File: src/rtl/hpu_seq_if.sv
`timescale 1ns/1ps
// hpu_seq_if: groups the job-sequencer control and status signals.
//   master : host/datapath side. Drives config pulses, get_fin and the
//            M_AXIS handshake monitor, and observes the status outputs.
//   slave  : the sequencer (hpu_seq).
// Signals:
//   cfg_start/cfg_abort        one-cycle command pulses
//   cfg_item_num               item-memory vector count (CNT_W)
//   cfg_addr_i/cfg_addr_j      loop bounds to latch (ADDR_W)
//   get_fin                    input consumption finished pulse
//   dst_valid/ready/last       output stream handshake monitor
//   gen/run                    datapath enables
//   item_a                     item-memory write address
//   addr_i/addr_j              latched loop bounds
//   busy/done/aborted          job status
//   run_cycles                 saturating RUN+DRAIN cycle count
interface hpu_seq_if #(
  parameter int CNT_W  = 16,
  parameter int ADDR_W = 20
);
  logic              cfg_start;
  logic              cfg_abort;
  logic [CNT_W-1:0]  cfg_item_num;
  logic [ADDR_W-1:0] cfg_addr_i;
  logic [ADDR_W-1:0] cfg_addr_j;
  logic              get_fin;
  logic              dst_valid;
  logic              dst_ready;
  logic              dst_last;
  logic              gen;
  logic              run;
  logic [CNT_W-1:0]  item_a;
  logic [ADDR_W-1:0] addr_i;
  logic [ADDR_W-1:0] addr_j;
  logic              busy;
  logic              done;
  logic              aborted;
  logic [31:0]       run_cycles;

  modport master (
    output cfg_start, cfg_abort, cfg_item_num, cfg_addr_i, cfg_addr_j,
           get_fin, dst_valid, dst_ready, dst_last,
    input  gen, run, item_a, addr_i, addr_j, busy, done, aborted, run_cycles
  );

  modport slave (
    input  cfg_start, cfg_abort, cfg_item_num, cfg_addr_i, cfg_addr_j,
           get_fin, dst_valid, dst_ready, dst_last,
    output gen, run, item_a, addr_i, addr_j, busy, done, aborted, run_cycles
  );
endinterface

File: src/rtl/hpu_seq.sv
`timescale 1ns/1ps
// hpu_seq: HPU job sequencer.
// On a start pulse it latches the job config, drives gen for exactly
// cfg_item_num cycles (item_a = 0..N-1), then drives run through RUN and
// DRAIN until the last output beat is accepted. Abort returns to IDLE.
// Ports:
//   clk  datapath clock
//   rst  asynchronous, active-high reset
//   bus  hpu_seq_if.slave (config/handshake inputs, status outputs)
// All outputs are registered; gen/run/busy are decoded from the next state
// so they change on the same edge as the state itself.
module hpu_seq #(
  parameter int CNT_W  = 16,
  parameter int ADDR_W = 20
) (
  input logic       clk,
  input logic       rst,
  hpu_seq_if.slave  bus
);

  typedef enum logic [2:0] {
    S_IDLE,
    S_GEN,
    S_RUN,
    S_DRAIN,
    S_DONE
  } state_t;

  state_t            r_state;
  state_t            w_state_nxt;

  logic [CNT_W-1:0]  r_count;
  logic [CNT_W-1:0]  r_item_a;
  logic [ADDR_W-1:0] r_addr_i;
  logic [ADDR_W-1:0] r_addr_j;
  logic [31:0]       r_run_cycles;
  logic              r_gen;
  logic              r_run;
  logic              r_busy;
  logic              r_done;
  logic              r_aborted;

  logic w_start;
  logic w_abort;
  logic w_last_beat;
  logic w_gen_end;
  logic w_in_run;

  // Abort beats start when both arrive together; abort in IDLE is a no-op.
  assign w_abort     = bus.cfg_abort && (r_state != S_IDLE);
  assign w_start     = bus.cfg_start && !bus.cfg_abort &&
                       ((r_state == S_IDLE) || (r_state == S_DONE));
  assign w_last_beat = bus.dst_valid && bus.dst_ready && bus.dst_last;
  assign w_gen_end   = (r_item_a == r_count - CNT_W'(1));
  assign w_in_run    = (r_state == S_RUN) || (r_state == S_DRAIN);

  always_ff @(posedge clk or posedge rst) begin
    if (rst) begin
      r_state <= S_IDLE;
    end else begin
      // NOTE: non-blocking for all clocked state so every register samples
      // pre-edge values regardless of statement order.
      r_state <= w_state_nxt;
    end
  end

  always_comb begin
    // NOTE: default assigned first so no path leaves it unassigned (no latch).
    w_state_nxt = r_state;
    unique case (r_state)
      S_IDLE, S_DONE: if (w_start)
        w_state_nxt = (bus.cfg_item_num != '0) ? S_GEN : S_RUN;
      S_GEN:   if (w_gen_end)    w_state_nxt = S_RUN;
      S_RUN:   if (bus.get_fin)  w_state_nxt = S_DRAIN;
      S_DRAIN: if (w_last_beat)  w_state_nxt = S_DONE;
      default:                   w_state_nxt = S_IDLE;
    endcase
    if (w_abort) w_state_nxt = S_IDLE;
  end

  always_ff @(posedge clk or posedge rst) begin
    if (rst) begin
      r_count      <= '0;
      r_item_a     <= '0;
      r_addr_i     <= '0;
      r_addr_j     <= '0;
      r_run_cycles <= '0;
      r_gen        <= 1'b0;
      r_run        <= 1'b0;
      r_busy       <= 1'b0;
      r_done       <= 1'b0;
      r_aborted    <= 1'b0;
    end else begin
      r_gen  <= (w_state_nxt == S_GEN);
      r_run  <= (w_state_nxt == S_RUN) || (w_state_nxt == S_DRAIN);
      r_busy <= (w_state_nxt == S_GEN) || (w_state_nxt == S_RUN) ||
                (w_state_nxt == S_DRAIN);
      if (w_start) begin
        r_addr_i     <= bus.cfg_addr_i;
        r_addr_j     <= bus.cfg_addr_j;
        r_count      <= bus.cfg_item_num;
        r_item_a     <= '0;
        r_run_cycles <= '0;
        r_done       <= 1'b0;
        r_aborted    <= 1'b0;
      end else if (w_abort) begin
        // item_a and run_cycles freeze so the host can see how far it got.
        r_aborted <= 1'b1;
        r_done    <= 1'b0;
      end else begin
        // item_a stops at count-1 on the last GEN cycle and holds there.
        if ((r_state == S_GEN) && !w_gen_end)
          r_item_a <= r_item_a + CNT_W'(1);
        if (w_in_run && (r_run_cycles != 32'hFFFF_FFFF))
          r_run_cycles <= r_run_cycles + 32'd1;
        if ((r_state == S_DRAIN) && w_last_beat)
          r_done <= 1'b1;
      end
    end
  end

  assign bus.gen        = r_gen;
  assign bus.run        = r_run;
  assign bus.item_a     = r_item_a;
  assign bus.addr_i     = r_addr_i;
  assign bus.addr_j     = r_addr_j;
  assign bus.busy       = r_busy;
  assign bus.done       = r_done;
  assign bus.aborted    = r_aborted;
  assign bus.run_cycles = r_run_cycles;

endmodule

File: src/flat_wrapper.sv
// flat-port wrapper written by rule: the top's interface ports become plain ports
module hpu_seq_flat 
#(
  parameter int CNT_W  = 16,
  parameter int ADDR_W = 20
)
  (clk, rst, bus_cfg_start, bus_cfg_abort, bus_cfg_item_num, bus_cfg_addr_i, bus_cfg_addr_j, bus_get_fin, bus_dst_valid, bus_dst_ready, bus_dst_last, bus_gen, bus_run, bus_item_a, bus_addr_i, bus_addr_j, bus_busy, bus_done, bus_aborted, bus_run_cycles);
  hpu_seq_if #(.CNT_W(CNT_W), .ADDR_W(ADDR_W)) bus_i ();
  input logic clk;
  input logic rst;
  input wire logic [$bits(bus_i.cfg_start)-1:0] bus_cfg_start;
  input wire logic [$bits(bus_i.cfg_abort)-1:0] bus_cfg_abort;
  input wire logic [$bits(bus_i.cfg_item_num)-1:0] bus_cfg_item_num;
  input wire logic [$bits(bus_i.cfg_addr_i)-1:0] bus_cfg_addr_i;
  input wire logic [$bits(bus_i.cfg_addr_j)-1:0] bus_cfg_addr_j;
  input wire logic [$bits(bus_i.get_fin)-1:0] bus_get_fin;
  input wire logic [$bits(bus_i.dst_valid)-1:0] bus_dst_valid;
  input wire logic [$bits(bus_i.dst_ready)-1:0] bus_dst_ready;
  input wire logic [$bits(bus_i.dst_last)-1:0] bus_dst_last;
  output wire logic [$bits(bus_i.gen)-1:0] bus_gen;
  output wire logic [$bits(bus_i.run)-1:0] bus_run;
  output wire logic [$bits(bus_i.item_a)-1:0] bus_item_a;
  output wire logic [$bits(bus_i.addr_i)-1:0] bus_addr_i;
  output wire logic [$bits(bus_i.addr_j)-1:0] bus_addr_j;
  output wire logic [$bits(bus_i.busy)-1:0] bus_busy;
  output wire logic [$bits(bus_i.done)-1:0] bus_done;
  output wire logic [$bits(bus_i.aborted)-1:0] bus_aborted;
  output wire logic [$bits(bus_i.run_cycles)-1:0] bus_run_cycles;
  assign bus_i.cfg_start = bus_cfg_start;
  assign bus_i.cfg_abort = bus_cfg_abort;
  assign bus_i.cfg_item_num = bus_cfg_item_num;
  assign bus_i.cfg_addr_i = bus_cfg_addr_i;
  assign bus_i.cfg_addr_j = bus_cfg_addr_j;
  assign bus_i.get_fin = bus_get_fin;
  assign bus_i.dst_valid = bus_dst_valid;
  assign bus_i.dst_ready = bus_dst_ready;
  assign bus_i.dst_last = bus_dst_last;
  assign bus_gen = bus_i.gen;
  assign bus_run = bus_i.run;
  assign bus_item_a = bus_i.item_a;
  assign bus_addr_i = bus_i.addr_i;
  assign bus_addr_j = bus_i.addr_j;
  assign bus_busy = bus_i.busy;
  assign bus_done = bus_i.done;
  assign bus_aborted = bus_i.aborted;
  assign bus_run_cycles = bus_i.run_cycles;
  hpu_seq #(.CNT_W(CNT_W), .ADDR_W(ADDR_W)) u_core (.clk(clk), .rst(rst), .bus(bus_i));
endmodule
File: config.mk
export PLATFORM = sky130hd
export DESIGN_NAME = hpu_seq_flat
export DESIGN_NICKNAME = d
export VERILOG_FILES = /design/src/rtl/hpu_seq_if.sv /design/src/rtl/hpu_seq.sv /design/src/flat_wrapper.sv
export SDC_FILE = /design/constraint.sdc
export NUM_CORES = 1
export LEC_CHECK = 0
export ABC_CLOCK_PERIOD_IN_PS = 4000
export CORE_MARGIN = 8
export CORE_UTILIZATION = 44
export CTS_CLUSTER_SIZE = 28
export DETAILED_ROUTE_END_ITERATION = 8
export GPL_ROUTABILITY_DRIVEN = 0
export PLACE_DENSITY = 0.8
export SLEW_MARGIN = 10
export SYNTH_ARGS = -nofsm -noshare
export SYNTH_HDL_FRONTEND = slang
export SYNTH_SLANG_ARGS = --single-unit
File: constraint.sdc
create_clock -name clk -period 4 [get_ports clk]
set_clock_uncertainty 0.15 [all_clocks]
set_input_delay 0.8 -clock clk [delete_from_list [all_inputs] [get_ports clk]]
set_output_delay 0.8 -clock clk [all_outputs]
set_load 0.05 [all_outputs]
Yosys cells after proc, flatten, opt, wreduce, memory -nomap -nowiden. Index checks and enable logic that the tools add are counted.

Bits in registers: 112. Input port bits: 64. Output and inout bits: 93.

Add/subtract/negate cells: 3. Eq/ne operators: 10. Mux-type cells: 18. Reductions and logical operators: 25.

Operator list (number): 32-bit 2-to-1 mux (3); 16-bit 2-to-1 mux (3); 32-bit by 1-bit adder with 32-bit output, second input constant (1); 32-bit inequality test, second input constant (1); 16-bit by 1-bit adder with 16-bit output, second input constant (1); 16-bit equality test (1); 16-bit nonzero test (1); 16-bit by 1-bit subtractor with 16-bit output, second input constant (1); 3-bit 2-to-1 mux (5); 3-bit by 2-bit equality test with 1-bit output, second input constant (4); 3-bit case mux with 4 select lines (1); 1-bit logical AND (8); 3-bit by 1-bit equality test with 1-bit output, second input constant (2); 2-bit nonzero test (3); 3-bit nonzero test (2); 1-bit logical OR (5); 1-bit 2-to-1 mux (5); 2-bit AND reduction (2); 3-bit equality test, second input constant (1); 3-bit logical NOT (1); 1-bit logical NOT (2); 2-bit 2-to-1 mux (1); 2-bit by 1-bit inequality test with 1-bit output, second input constant (1); 2-bit OR reduction (1).

Longest topological paths before layout. Gate-level depths: netlist of run 1.

Depth in word-level cells: 9. Mapped depth: 12. Depth with buffers taken out: 9.

Worst setup path after synthesis of run 1. No wires, ideal clock.

Path kind: register -> register. Start: reg u_core.r_count[1]. End: reg u_core.r_item_a[3] (netlist: u_core.bus.item_a[3]). Library setup time: 86 ps. Arrival time: 2779 ps. Required time: 3764 ps. Setup slack: 985 ps. Cell stages (with the launch flop): 13. Period minus slack after synthesis: 3015 ps. Cells stage by stage: dfrtp_1 -> clkbuf_2 -> inv_1 -> ha_1 -> clkbuf_1 -> nor2b_1 -> xnor2_1 -> or4_1 -> a222oi_1 -> o2111ai_4 -> buf_6 -> nand2_1 -> mux2i_1.

Word-level cells in the longest chain between the ends: 6.

RTL lines: start, declared (line hpu_seq.sv:32) `logic [CNT_W-1:0] r_count;`; start signal, assigned (line hpu_seq.sv:101) `r_count <= bus.cfg_item_num;`; 16-bit by 1-bit subtractor with 16-bit output (line hpu_seq.sv:54) `assign w_gen_end = (r_item_a == r_count - CNT_W'(1));`; 16-bit equality test (line hpu_seq.sv:54); 1-bit logical NOT (line hpu_seq.sv:112) `if ((r_state == S_GEN) && !w_gen_end)`; 1-bit logical AND (line hpu_seq.sv:112); 2-bit nonzero test (no line); 2-bit AND reduction (no line); end signal, assigned (line hpu_seq.sv:113) `r_item_a <= r_item_a + CNT_W'(1);`; end, declared (line hpu_seq.sv:33) `logic [CNT_W-1:0] r_item_a;`.

Every way passes these cells. A chain may end at the register's enable or synchronous reset.

Final worst setup path of run 1.
Start: reg u_core.r_count[0]. End: reg u_core.r_item_a[10] (netlist: u_core.bus.item_a[10]).

The elaborated chain is that of the path after synthesis.

==> qor.txt, run 1 <==
Slew HR -> 53.0%
fmax -> 301 MHz
Clk Latency, worst-skew pair -> 350 ps
# fillers -> 1116
setup violators final -> 0
worst reg2reg startpoint -> u_core.r_count[0]
synthesis-to-layout area growth -> 35.3%
clk buf depth -> 2
hold path depth -> 2
number of CTS-inserted buffers -> 9
largest net degree at the start of global routing -> 75
Worst R2R Setup Slack -> 680 ps
DP Area -> 7380 um^2
DR DRC count -> 0
hold wc startpoint -> u_core.bus.addr_j[18]
Hold WC Path Type -> register to register
buffer and inverter count on the worst path -> 1
Fin Setup TNS -> 0 ps
die width -> 129 um
Syn Inst Count -> 633
GRT Total Usage -> 19.4%
# rows -> 41
via/cell ratio -> 5.33
IO Port Bufs -> 156
ANT cells -> 0
WP data arrival -> 3430 ps
Die ar. -> 16800 um^2
global-route wire length before repair -> 25900 um
final hold violations -> 0
crit path cell chain -> inv_1 > ha_1 > nor2b_1 > xnor2_1 > or4_1 > a222oi_1 > o2111ai_4 > nand3_1 > mux2i_1
P_leak -> 3.48 nW
TritonCTS clock tree -> yes
Post-CTS Setup Bufs -> 0
Final Instance Area -> 7670 um^2
initial antenna violation count -> 1
Cell Area, Synth -> 5670 um^2
sequential share of the synthesized area -> 49.5%
Critical Path Start Type -> register
CP required -> 4120 ps
EDFF count, synth -> 0
Cells after DPL -> 934
HPWL Detailed -> 11800 um
fin nets -> 840
Multi-input gate area -> 2680 um^2
drt total wl -> 15700 um
critical path class -> register to register
post-DR wirelength/cell -> 16.5 um
pre-CTS setup slack -> 660 ps
share of cells above drive strength 1 -> 4.24%
post-route setup slack -> 681 ps
Pwr Density -> 423 nW/um^2
Initial Util -> 44.9%
Final Max Tran Viols -> 0
post-synth top area share -> 49.5%
largest area contributor in the netlist -> dfrtp_1
Clk pin slew, worst setup/hold paths -> 80 ps
number of global-route vias before repair -> 5140
initial drt markers -> 369
net count after synthesis -> 700
Synth Flop Type -> dfrtp_1
placeable core area -> 12600 um^2
PostCTS Resize Cnt -> 0
Worst Tran Pin Value -> 703 ps
RR Endpoint -> u_core.bus.item_a[10]
Via Count -> 5061
crit path max fanout -> 17
yosys warns -> 0
clock sinks -> 112
#FFs+latches synth -> 112
IO Pins -> 157
leading post-synthesis cells by cell area -> dfrtp_1, nand2_1, xor2_1
Period minus WS final -> 3320 ps
final cell count without fillers -> 950
RSZ-0062 raised after global routing -> false
Slowest-stage cell, CP -> a222oi_1
Worst path max stage delay -> 520 ps
Reg2Reg Depth -> 9
post-synthesis area per instance -> 8.95 um^2
H-tree depth -> 3
TritonRoute pass-1 iters -> 4
ratio of final minimum period to clock period -> 83.0%
CP top delay family -> compound AO/OA/AOI/OAI gates
run status -> finished clean
ANT nets after route -> 0
clk root buf -> clkbuf_16
count of cell types in the netlist -> 55
worst-case hold path end point -> u_core.bus.addr_j[18]
cts hold-fix bufs -> 0
Seq. cell area -> 2800 um^2
Die Y -> 129 um
Setup crit end kind -> register
worst ir drop on vdd -> 0.285 mV
async set-or-reset flop fraction in the synthesized netlist -> 100%
grt ovf -> 0
maxcap violations -> 0
worst max path at each step:
stage / startpoint / endpoint / slack [ps] / cells past startpoint
2_1_floorplan: rst / u_core.bus.aborted / 90 / 1
3_3_place_gp: bus_cfg_abort / u_core.bus.item_a[8] / 780 / 8
3_5_place_dp: bus_cfg_abort / u_core.bus.item_a[8] / 660 / 8
4_1_cts: u_core.r_count[0] / u_core.bus.item_a[10] / 710 / 9
5_1_grt: u_core.r_count[0] / u_core.bus.item_a[11] / 420 / 9
6_report: u_core.r_count[0] / u_core.bus.item_a[10] / 680 / 9
stage by stage:
step                utilization [%]  hold slack [ps]  power (W)
CTS                            60.7              330    0.00327
global placement               58.5              306    0.00237
global route                   60.7              347    0.00340
detailed placement             58.5              311    0.00239
finish                         60.7              325    0.00324
floorplan                         -              317    0.00202
state kept, by name, summed over array words and instances (netlist names):
name,flops
u_core.bus.busy,1
u_core.bus.item_a,16
u_core.bus.run_cycles,32
u_core.bus.addr_i,20
u_core.bus.aborted,1
u_core.bus.addr_j,20
u_core.r_count,16
u_core.bus.gen,1
u_core.r_state,3
u_core.bus.run,1
u_core.bus.done,1
worst register-to-register path, cell delays in order, from the launching register on:
cell,delay [ps]
dfrtp_1,480
inv_1,120
ha_1,360
nor2b_1,290
xnor2_1,100
or4_1,390
a222oi_1,520
o2111ai_4,400
nand3_1,230
mux2i_1,210
synthesized netlist by cell type (4+ instances only):
cell type	count
nor2_1	44
nor3b_1	5
nor3_1	8
xnor2_1	18
a311oi_1	4
and3_1	14
inv_1	10
dfrtp_1	112
nand4_1	18
clkbuf_1	31
o21ai_1	7
nand2_1	194
or3_1	4
mux2i_1	12
nand2b_1	7
a21oi_1	12
and2_1	5
xor2_1	29
o21ai_0	8
nand3_1	23
nor4_1	7
and4_1	11
power breakdown:
part / switching, W / total, W / internal [W]
clock: 0.000435 / 0.000872 / 0.000437
combinational: 0.000631 / 0.000992 / 0.000361
sequential: 0.000119 / 0.00138 / 0.00126
total: 0.00119 / 0.00324 / 0.00205
cells in the final DEF, fill, tap and decap left out, types with 8 or more instances in the layout:
master	instances
and4_1	11
o21ai_0	8
and3_1	14
clkbuf_16	9
mux2i_1	12
nor3_1	8
xnor2_1	18
nand4_1	18
clkdlybuf4s50_1	156
nand3_1	23
nand2_1	194
nor2_1	44
xor2_1	29
inv_1	9
buf_4	8
dfrtp_1	112
a21oi_1	12
final cells by class:
cell class                 instances  share of cell area (%)
tap                              172                    2.81
inverter                          10                   0.522
sequential                       112                    36.6
timing repair buffer             165                    21.4
multi-input combinational        475                    35.0
clock buffer                      11                    3.04
clock inverter                     5                   0.685
cell families (layout without fill, tap and decap cells):
group	after synthesis	count (layout)	synth area share, %
AO/OA/AOI/OAI	55	55	7.20
XOR/XNOR	49	49	8.10
adder cells (fa/ha/maj)	3	3	0.662
buffers and inverters	46	191	3.33
flip-flops	112	112	49.5
multiplexers	12	12	2.12
AND/OR/NAND/NOR	356	356	29.1
routing by layer:
metal / global-route usage [%] / share of wire, % / vias up / wire, um
met5: 0 / 0.083 / - / 13
met4: 6.83 / 2.4 / 2 / 371
met3: 7.40 / 7.3 / 31 / 1150
met2: 31.5 / 49 / 158 / 7610
met1: 23.2 / 42 / 2455 / 6530
li1: - / - / 2415 / -
(Power assumes the default switching activity.)
==> run 2: changes to the inputs <==
--- a/config.mk
+++ b/config.mk
@@ -5,13 +5,13 @@
 export SDC_FILE = /design/constraint.sdc
 export NUM_CORES = 1
 export LEC_CHECK = 0
-export ABC_CLOCK_PERIOD_IN_PS = 4000
+export ABC_CLOCK_PERIOD_IN_PS = 3100
 export CORE_MARGIN = 8
-export CORE_UTILIZATION = 44
+export CORE_UTILIZATION = 49
 export CTS_CLUSTER_SIZE = 28
 export DETAILED_ROUTE_END_ITERATION = 8
 export GPL_ROUTABILITY_DRIVEN = 0
-export PLACE_DENSITY = 0.8
+export PLACE_DENSITY = 0.84
 export SLEW_MARGIN = 10
 export SYNTH_ARGS = -nofsm -noshare
 export SYNTH_HDL_FRONTEND = slang
==> constraint.sdc (replaced) <==
create_clock -name clk -period 3.1 [get_ports clk]
set_clock_uncertainty 0.15 [all_clocks]
set_input_delay 0.62 -clock clk [delete_from_list [all_inputs] [get_ports clk]]
set_output_delay 0.62 -clock clk [all_outputs]
set_load 0.05 [all_outputs]
==> run 2 against run 1 <==
- wire length rose by 4.4%
- maximum frequency rose by 11%
- total power rose by 34%
- via count rose by 4.0%
- sequential power rose by 28%
- largest power group unchanged
==> qor.txt, run 2 (synthesis results as in run 1) <==
CP top delay family -> simple AND/OR/NAND/NOR gates (was compound AO/OA/AOI/OAI gates)
Via Count -> 5263 (was 5061)
Clk Latency, worst-skew pair -> 340 ps (was 350 ps)
Slowest-stage cell, CP -> or4_1 (was a222oi_1)
worst ir drop on vdd -> 0.354 mV (was 0.285 mV)
Slew HR -> 60.4% (was 53.0%)
Final Util -> 69.3% (was 60.7%)
Final Instance Area -> 7880 um^2 (was 7670 um^2)
ratio of final minimum period to clock period -> 96.8% (was 83.0%)
Die ar. -> 15300 um^2 (was 16800 um^2)
WP data arrival -> 3130 ps (was 3430 ps)
TritonCTS clock tree -> yes (unchanged)
IO Port Bufs -> 156 (unchanged)
buffer and inverter count on the worst path -> 3 (was 1)
most common cell after layout, fill and taps aside -> nand2_1 (unchanged)
Initial Util -> 49.8% (was 44.9%)
Fin Setup TNS -> 0 ps (unchanged)
post-DR wirelength/cell -> 17.4 um (was 16.5 um)
final hold violations -> 0 (unchanged)
setup violators final -> 0 (unchanged)
share of cells above drive strength 1 -> 6.88% (was 4.24%)
most frequent cells in the layout -> nand2_1, clkdlybuf4s50_1, dfrtp_1 (unchanged)
DR DRC count -> 0 (unchanged)
largest net degree at the start of global routing -> 63 (was 75)
die width -> 124 um (was 129 um)
pre-CTS setup slack -> 43.8 ps (was 660 ps)
drt total wl -> 16400 um (was 15700 um)
CP required -> 3230 ps (was 4120 ps)
Clk pin slew, worst setup/hold paths -> 70 ps (was 80 ps)
synthesis-to-layout area growth -> 39.1% (was 35.3%)
placeable core area -> 11400 um^2 (was 12600 um^2)
number of global-route vias before repair -> 5186 (was 5140)
Critical Path Start Type -> register (unchanged)
number of flip-flops in the largest register -> 32 (unchanged)
GRT Total Usage -> 21.1% (was 19.4%)
clk buf depth -> 2 (unchanged)
ANT cells -> 0 (unchanged)
run status -> finished clean (unchanged)
TritonRoute pass-1 iters -> 5 (was 4)
post-route setup slack -> 100 ps (was 681 ps)
H-tree depth -> 3 (unchanged)
IO Pins -> 157 (unchanged)
initial antenna violation count -> 0 (was 1)
Die Y -> 124 um (was 129 um)
Final Max Tran Viols -> 0 (unchanged)
fmax -> 333 MHz (was 301 MHz)
P_leak -> 3.63 nW (was 3.48 nW)
clk root buf -> clkbuf_16 (unchanged)
# rows -> 39 (was 41)
crit path max fanout -> 10 (was 17)
Pwr Density -> 550 nW/um^2 (was 423 nW/um^2)
RSZ-0062 raised after global routing -> false (unchanged)
clock sinks -> 112 (unchanged)
initial drt markers -> 446 (was 369)
maxcap violations -> 0 (unchanged)
critical path class -> register to register (unchanged)
most used cell along the critical path -> buf_4
Setup crit end kind -> register (unchanged)
DP Area -> 7540 um^2 (was 7380 um^2)
Worst path max stage delay -> 510 ps (was 520 ps)
via/cell ratio -> 5.59 (was 5.33)
HPWL Detailed -> 12100 um (was 11800 um)
crit path cell chain -> or3_4 > buf_4 > and2_1 > or4_1 > a222oi_1 > buf_4 > o2111ai_4 > buf_6 > a211o_1 > nand2_1 (was inv_1 > ha_1 > nor2b_1 > xnor2_1 > or4_1 > a222oi_1 > o2111ai_4 > nand3_1 > mux2i_1)
ANT nets after route -> 0 (unchanged)
global-route wire length before repair -> 25400 um (was 25900 um)
Period minus WS final -> 3000 ps (was 3320 ps)
grt ovf -> 0 (unchanged)
Worst Tran Pin Value -> 589 ps (was 703 ps)
number of CTS-inserted buffers -> 9 (unchanged)
Hold WC Path Type -> register to register (unchanged)
fin nets -> 862 (was 840)
[run 2: what timing repair did]
action | CTS | global route
resized for setup | 0 | 2
setup endpoints to repair | 0 | 15
hold buffers | 0 | 0
setup buffers | 0 | 3
[run 2: cell type report]
class,count,area [um^2]
Clock buffer,11,233
Clock inverter,4,70.1
Fill cell,859,3490
Inverter,10,41.3
Multi-Input combinational cell,475,2680
Sequential cell,112,2800
Tap cell,143,179
Timing Repair Buffer,187,1870
[run 2: metrics by stage]
step                      instances  hold slack (ps)  power, W
final                           942              325   0.00434
after global routing            942              342   0.00451
after CTS                       939              330   0.00436
after detailed placement        924              312   0.00315
after global placement          924              307   0.00311
after floorplan                 633              317   0.00261
[run 2: worst reg2reg max path, delay by kind of cell (launching register included)]
family / cells / cell delay (ps)
AOI/OAI and AO/OA: 3 / 710
buffers and inverters: 3 / 540
DFF: 1 / 390
and+or+nand+nor: 4 / 1150
[run 2: report_power, final]
group | total (W) | leakage (nW) | internal (W) | switching (W)
Combinational | 0.00136 | 2.01 | 0.000514 | 0.000847
Clock | 0.00121 | 0.149 | 0.000702 | 0.000503
Sequential | 0.00177 | 1.47 | 0.00162 | 0.000147
[run 2: final timing paths]
check                                startpoint               endpoint  slack [ps]  cells after the start
hold / removal             u_core.bus.addr_i[9]   u_core.bus.addr_i[9]         330                      2
setup reg to reg              u_core.r_count[0]  u_core.bus.item_a[13]         100                     10
setup / recovery              u_core.r_count[0]  u_core.bus.item_a[13]         100                     10
min in group asynchronous                   rst      u_core.r_count[6]         480                      2
hold reg to reg            u_core.bus.addr_i[9]   u_core.bus.addr_i[9]         330                      2
max in group asynchronous                   rst   u_core.bus.addr_i[5]        1670                      3
[run 2: routing by layer]
layer  GRT usage, %  routed length [um]  vias to the layer above
met5              0                   0                        -
met4           8.20                 361                        0
met3           6.07                1310                       36
met2           36.6                8610                      218
met1           24.0                6100                     2550
li1               -                   -                     2459
